**src/rtl/tdm_demux_pkg.sv**
```systemverilog
// Shared types and sizes for the 1-to-4 TDM demultiplexer.
//   LANES       : number of TDM lanes per frame
//   SLOT_W      : width of the slot counter
//   tdm_state_t : receive state (IDLE waits for SOF, COLLECT fills lanes)
package tdm_demux_pkg;

    localparam int unsigned LANES  = 4;
    localparam int unsigned SLOT_W = 2;

    typedef enum logic {
        IDLE    = 1'b0,
        COLLECT = 1'b1
    } tdm_state_t;

endpackage : tdm_demux_pkg

```
**src/rtl/demux_1to4.sv**
```systemverilog
// Combinational 2-to-4 one-hot decoder: turns the target slot and the
// write strobe into per-lane write enables (inverse of mux_4to1).
//   sel      : lane index to write
//   en       : write strobe
//   lane_we_c: one-hot lane write enables (all zero when en=0)
module demux_1to4
    import tdm_demux_pkg::*;
(
    input  logic [SLOT_W-1:0] sel,
    input  logic              en,
    output logic [LANES-1:0]  lane_we_c
);

    always_comb begin
        lane_we_c      = '0;
        lane_we_c[sel] = en;
    end

endmodule : demux_1to4

```
**src/rtl/tdm_demux_1to4.sv**
```systemverilog
// Time-division 1-to-4 demultiplexer. Steers a serial word stream (lanes
// 0..3 in turn, slot 0 marked by in_sof) into lane registers and presents
// each completed frame as one parallel word under valid/ready.
//   clk, rst_n : clock, synchronous active-low reset
//   in_data    : serial word           in_valid : word/sof valid
//   in_sof     : word is slot 0        in_ready : word can be accepted (comb)
//   out_data   : frame, lane k at [k*WIDTH +: WIDTH]
//   out_valid  : frame held            out_ready: consumer takes frame
//   frame_err  : one-cycle pulse on a partial frame aborted by early SOF
//   slot       : next slot to be written
module tdm_demux_1to4
    import tdm_demux_pkg::*;
#(
    parameter int unsigned WIDTH = 8
) (
    input  logic                   clk,
    input  logic                   rst_n,
    input  logic [WIDTH-1:0]       in_data,
    input  logic                   in_valid,
    input  logic                   in_sof,
    output logic                   in_ready,
    output logic [LANES*WIDTH-1:0] out_data,
    output logic                   out_valid,
    input  logic                   out_ready,
    output logic                   frame_err,
    output logic [SLOT_W-1:0]      slot
);

    localparam logic [SLOT_W-1:0] LAST_SLOT = SLOT_W'(LANES - 1);

    tdm_state_t                    state_q, state_d;
    logic [SLOT_W-1:0]             slot_q, slot_d;
    logic [LANES-1:0][WIDTH-1:0]   lane_q, lane_d;
    logic [LANES*WIDTH-1:0]        out_data_q, out_data_d;
    logic                          out_valid_q, out_valid_d;
    logic                          frame_err_q, frame_err_d;

    logic                          accept_c;
    logic                          wr_en_c;
    logic [SLOT_W-1:0]             wr_sel_c;
    logic [LANES-1:0]              lane_we_c;

    // Only the completing word stalls, and only while an older frame is held.
    assign in_ready = !(state_q == COLLECT && slot_q == LAST_SLOT &&
                        out_valid_q && !out_ready);
    assign accept_c = in_valid && in_ready;

    // SOF always targets lane 0; in IDLE only SOF words are stored.
    assign wr_sel_c = in_sof ? '0 : slot_q;
    assign wr_en_c  = accept_c && (state_q == COLLECT || in_sof);

    demux_1to4 u_lane_dec (
        .sel       (wr_sel_c),
        .en        (wr_en_c),
        .lane_we_c (lane_we_c)
    );

    // Next-state, lane write and output-register logic.
    always_comb begin
        state_d     = state_q;
        slot_d      = slot_q;
        out_data_d  = out_data_q;
        out_valid_d = out_valid_q && !out_ready;
        frame_err_d = 1'b0;

        for (int k = 0; k < int'(LANES); k++) begin
            lane_d[k] = lane_we_c[k] ? in_data : lane_q[k];
        end

        case (state_q)
            IDLE: begin
                if (accept_c && in_sof) begin
                    slot_d  = SLOT_W'(1);
                    state_d = COLLECT;
                end
            end
            COLLECT: begin
                if (accept_c) begin
                    if (in_sof && slot_q != '0) begin
                        slot_d      = SLOT_W'(1);
                        frame_err_d = 1'b1;
                    end else begin
                        slot_d = slot_q + SLOT_W'(1);
                        // A completing frame may overwrite one handed off this cycle.
                        if (slot_q == LAST_SLOT) begin
                            out_data_d  = {in_data, lane_q[LANES-2:0]};
                            out_valid_d = 1'b1;
                        end
                    end
                end
            end
            default: state_d = IDLE;
        endcase
    end

    // State and output registers.
    always_ff @(posedge clk) begin
        if (!rst_n) begin
            state_q     <= IDLE;
            slot_q      <= '0;
            lane_q      <= '0;
            out_data_q  <= '0;
            out_valid_q <= 1'b0;
            frame_err_q <= 1'b0;
        end else begin
            state_q     <= state_d;
            slot_q      <= slot_d;
            lane_q      <= lane_d;
            out_data_q  <= out_data_d;
            out_valid_q <= out_valid_d;
            frame_err_q <= frame_err_d;
        end
    end

    assign out_data  = out_data_q;
    assign out_valid = out_valid_q;
    assign frame_err = frame_err_q;
    assign slot      = slot_q;

endmodule : tdm_demux_1to4
```
**config.mk**
```make
export PLATFORM = sky130hd
export DESIGN_NAME = tdm_demux_1to4
export DESIGN_NICKNAME = d
export VERILOG_FILES = /design/src/rtl/tdm_demux_pkg.sv /design/src/rtl/demux_1to4.sv /design/src/rtl/tdm_demux_1to4.sv
export SDC_FILE = /design/constraint.sdc
export NUM_CORES = 1
export LEC_CHECK = 0
export ABC_AREA = 1
export BUFFER_PORTS_ARGS = -buffer_cell sky130_fd_sc_hd__clkbuf_2
export CELL_PAD_IN_SITES_DETAIL_PLACEMENT = 0
export CELL_PAD_IN_SITES_GLOBAL_PLACEMENT = 2
export CORE_MARGIN = 5
export CORE_UTILIZATION = 31
export DETAILED_ROUTE_END_ITERATION = 6
export GPL_TIMING_DRIVEN = 0
export PLACE_DENSITY = 0.93
export RECOVER_POWER = 50
export SETUP_SLACK_MARGIN = 0.05
export SYNTH_ARGS = -nofsm -noshare
export SYNTH_HDL_FRONTEND = slang
export SYNTH_HIERARCHICAL = 1
export SYNTH_SLANG_ARGS = --single-unit
export TNS_END_PERCENT = 50
```
**constraint.sdc**
```tcl
create_clock -name clk -period 3.5 [get_ports clk]
set_input_delay 0.525 -clock clk [delete_from_list [all_inputs] [get_ports clk]]
set_output_delay 0.525 -clock clk [all_outputs]
set_load 0.05 [all_outputs]
```
**Yosys cells after proc, flatten, opt, wreduce, memory -nomap -nowiden**

Cells that the tools add are included.

- Add/subtract/negate cells: 1
- $lt $le $gt $ge: 2
- Equality and inequality tests: 3
- Muxes and demuxes: 14
- Bitwise gates (word level): 3
- Reductions and logical operators: 16

Operator list:

| operator | count |
|---|---|
| $logic_and A1 B1 Y1 | 9 |
| $mux W1 | 8 |
| $mux W2 | 4 |
| $pmux W2 S2 | 1 |
| $reduce_and A4 Y1 | 1 |
| $and A3 B3 Y3 | 1 |
| $lt A2 B3 Y1 const B | 1 |
| $reduce_and A3 Y1 | 1 |
| $add A2 B1 Y2 const B | 1 |
| $demux W1 S2 | 1 |
| $eq A2 B2 Y1 const B | 1 |
| $ge A2 B1 Y1 const B | 1 |
| $logic_not A1 Y1 | 2 |
| $ne A2 B1 Y1 const B | 1 |
| $ne A2 B2 Y1 const B | 1 |
| $not A1 Y1 | 2 |
| $reduce_and A2 Y1 | 1 |
| $reduce_bool A2 Y1 | 1 |
| $logic_or A1 B1 Y1 | 1 |

- Register bits after elaboration: 61
- Input port bits: 13
- Output and inout port bits: 37
- Logic and storage cells: 47

**Logic depth before layout (Yosys ltp)**

- Depth after elaboration: 9
- Gate-level depth with buffers: 11
- Depth with buffers taken out: 11

**Modules after synthesis**

Netlist, hierarchy kept.

Modules (own cells, without submodules):

| module | times used | cells an instance | area each (sq um) | seq. area each (sq um) |
|---|---|---|---|---|
| tdm_demux_1to4 | 1 | 345 | 2397.3 | 1221.2 |
| demux_1to4 | 1 | 8 | 30.0 | 0.0 |

**Least setup slack after synthesis**

Ideal clock, no wire load.

- Path type: reg2reg
- From: reg slot_q[0] (netlist: slot[0])
- To: reg lane_q[15] (netlist name)
- Setup time: 0.116 ns
- Arrival: 2.249 ns
- Required time: 3.384 ns
- Path slack: 1.135 ns
- Stages on the path, launching flop included: 12
- Path buffers: 0
- Clock period less this slack: 2.365 ns
- Cells stage by stage: dfxtp_1 ha_1 nand2_1 clkinv_1 nand2_1 nand3_1 inv_1 nand2_1 nor2_1 inv_1 nor2_1 nor2_1

- Cells in the longest elaborated chain, start to end: 8
- Elaborated cells between the ends (all ways): 14
- Classes of those cells: order compare (2); eq/ne (1); mux (3); bitwise (1); reduce/logical (7)

RTL lines:

| item | line | source |
|---|---|---|
| start: declaration | tdm_demux_1to4.sv:32 | `logic [SLOT_W-1:0] slot_q, slot_d;` |
| start signal: assignment | tdm_demux_1to4.sv:107 | `slot_q <= slot_d;` |
| $eq A2 B2 Y1 | tdm_demux_1to4.sv:44 | `assign in_ready = !(state_q == COLLECT && slot_q == LAST_SLOT &&` |
| $logic_and A1 B1 Y1 (2 in a row) | tdm_demux_1to4.sv:44 |  |
| $logic_and A1 B1 Y1 | tdm_demux_1to4.sv:45 | `out_valid_q && !out_ready);` |
| $logic_not A1 Y1 | tdm_demux_1to4.sv:44 |  |
| net in_ready | tdm_demux_1to4.sv:21 | `output logic in_ready,` |
| $logic_and A1 B1 Y1 | tdm_demux_1to4.sv:46 | `assign accept_c = in_valid && in_ready;` |
| $logic_and A1 B1 Y1 | tdm_demux_1to4.sv:50 | `assign wr_en_c = accept_c && (state_q == COLLECT \|\| in_sof);` |
| net wr_en_c | tdm_demux_1to4.sv:39 | `logic wr_en_c;` |
| $and A3 B3 Y3 (no source line) | -- |  |
| net lane_we_c[1] | tdm_demux_1to4.sv:41 | `logic [LANES-1:0] lane_we_c;` |
| end signal: assignment | tdm_demux_1to4.sv:108 | `lane_q <= lane_d;` |
| end: declaration | tdm_demux_1to4.sv:33 | `logic [LANES-1:0][WIDTH-1:0] lane_q, lane_d;` |

The timed path passes the listed nets, and every way through them passes these cells.
A chain may end at the register's enable or synchronous reset.

**Final worst setup path**

- From: reg slot_q[0] (netlist: slot[0])
- To: reg lane_q[4] (netlist name)

- Cells in the longest elaborated chain, start to end: 8
- Elaborated cells between the ends (all ways): 14
- Classes of those cells: order compare (2); eq/ne (1); mux (3); bitwise (1); reduce/logical (7)

RTL lines:

| item | line |
|---|---|
| $eq A2 B2 Y1 | tdm_demux_1to4.sv:44 |
| $logic_and A1 B1 Y1 (2 in a row) | tdm_demux_1to4.sv:44 |
| $logic_and A1 B1 Y1 | tdm_demux_1to4.sv:45 |
| $logic_not A1 Y1 | tdm_demux_1to4.sv:44 |
| $logic_and A1 B1 Y1 | tdm_demux_1to4.sv:46 |
| $logic_and A1 B1 Y1 | tdm_demux_1to4.sv:50 |
| net wr_en_c | tdm_demux_1to4.sv:39 |
| $and A3 B3 Y3 (no source line) | -- |
| net lane_we_c[0] | tdm_demux_1to4.sv:41 |

The timed path passes the listed nets, and every way through them passes these cells.

==> metrics.csv <==
metric;value;unit
wl_per_cell;11.5;µm
synth_fp_nets;367;
switching_share;24.7;%
cellPowerDensity;457;nW/µm²
cts_buffer_depth;2;
crit_type;flop to flop;
final_common_cell;nor2_1;
crit_path_end_kind;flop;
finalCritPeriodShare;61.6;%
clock_power_share;41.0;%
die_width;98.4;µm
insertion_delay;0.33;ns
grt.total_usage;13.0;%
worstPathArrival;2.38;ns
n_antenna_cell;0;
syn_inst;352;
cp.required;3.73;ns
place_area;2790;µm²
grt_antenna_before_repair;0;
hold_viol_final;0;
core.rowCount;32;
die_area;9690;µm²
rsz0062_at_grt;false;
netlist_area;2420;µm²
skew;0.00768;ns
seq_power_share;54.1;%
fmax;464;MHz
dp_hpwl;4230;µm
ant_nets;0;
syn2layout_area_growth;19.3;%
setup_violations;0;
grt_max_degree;11;
power_frac_comb;4.9;%
grt_pass1_wl;10100;µm
vias_per_cell;4.19;
syn_area_per_cell;6.89;µm²
path_clk_slew;0.07;ns
vias;2164;
gp_congestion;0.770;
pin_count;50;
cts_tree;done;
cts_resized;0;
clock-sinks;61;
internal_power;995;µW
switching_power;326;µW
initialDrtViolationCount;64;
io_buffers;48;
core;7690;µm²
leakagePower;1.47;nW
grt_overflow;0;
worstMarginPinSlew;0.610;ns
cts_hold_buf;0;
clockRootBuffer;clkbuf_8;
fin_tns_setup;0;ns
cts_buffers;9;
period_needed;2.15;ns
ir_drop;0.210;mV
nFillCells;893;
die_y;98.4;µm
maxCapViolCount;0;
start_kind;flop;
timing.slew.headroom;59.5;%
maxSlewViolCount;0;
cts_setup_buffers;0;
wl;5950;µm
status;completed;
hold_class;flop to flop;
dr.pass1.iters;4;
initial_utilization;31.5;%
drc;0;
ys_warn_count;6;
h-tree-depth;3;
nNetsFinal;426;
cp_max_fo;9;
drive_above_1_share;7.47;%
grt_pass1_vias;2069;
postLayoutCellArea;2890;µm²
final_cell_mix;121 x nor2_1, 74 x nand2_1, 61 x dfxtp_1;
state kept, by name (all words and copies together), names as in the netlist:
signal and count:
out_data 32, state_q 1, frame_err 1, out_valid 1, lane_q 24, slot 2
worst paths after layout:
kind	start	end	slack [ns]	cells after the start
worst min register to register	lane_q[7]$_SDFFE_PN0P_	out_data[7]$_SDFFE_PN0P_	0.48	2
worst max-delay path	slot[0]$_SDFFE_PN0P_	lane_q[4]$_SDFFE_PN0P_	1.35	11
worst min-delay path	lane_q[7]$_SDFFE_PN0P_	out_data[7]$_SDFFE_PN0P_	0.48	2
worst max register to register	slot[0]$_SDFFE_PN0P_	lane_q[4]$_SDFFE_PN0P_	1.35	11
cell type report:
cell class                 count  area [µm²]  area share, %
sequential                    61        1220           42.3
multi-input combinational    232         941           32.6
timing repair buffer          48         195           6.75
inverter                      46         173           5.97
clock buffer                  11         141           4.89
tap                          102         128           4.42
buffer                        13        66.3           2.29
clock inverter                 4        25.0          0.866
critical path: stages (launching register included):
cell	delay, ns
dfxtp_1	0.34
ha_1	0.20
nand2_1	0.06
clkinv_1	0.08
nand2_1	0.11
nand3_1	0.15
inv_1	0.11
nand2_1	0.07
nor2_1	0.43
inv_1	0.26
nor2_1	0.17
nor2_1	0.06
power groups by stage:
stage	registers (mW)	logic, mW	clock network [mW]
finish	0.715	0.0643	0.541
global route	0.717	0.0742	0.594
CTS	0.715	0.0659	0.559
detailed placement	0.731	0.0653	0
global placement	0.731	0.0650	0
floorplan	0.734	0.0334	0
routing by layer:
metal | global-route usage, % | wire, µm | up-vias | share of wire, %
met3 | 4.03 | 334 | 6 | 5.6
met1 | 17.1 | 2910 | 944 | 49
met5 | 0 | 0 | - | 0
li1 | - | - | 1163 | -
met2 | 20.2 | 2610 | 51 | 44
met4 | 5.04 | 83 | 0 | 1.4
through the flow:
stage	worst slack (ns)	hold WS (ns)	power [mW]	utilization, %	cells
after floorplan	1.14	0.449	0.768	-	352
after global placement	1.34	0.460	0.796	36.3	502
after detailed placement	1.33	0.465	0.796	36.3	502
after CTS	1.32	0.478	1.34	38.5	517
after global routing	1.08	0.503	1.38	37.6	517
final	1.35	0.482	1.32	37.6	517
Power figures use the tool's default switching activity.
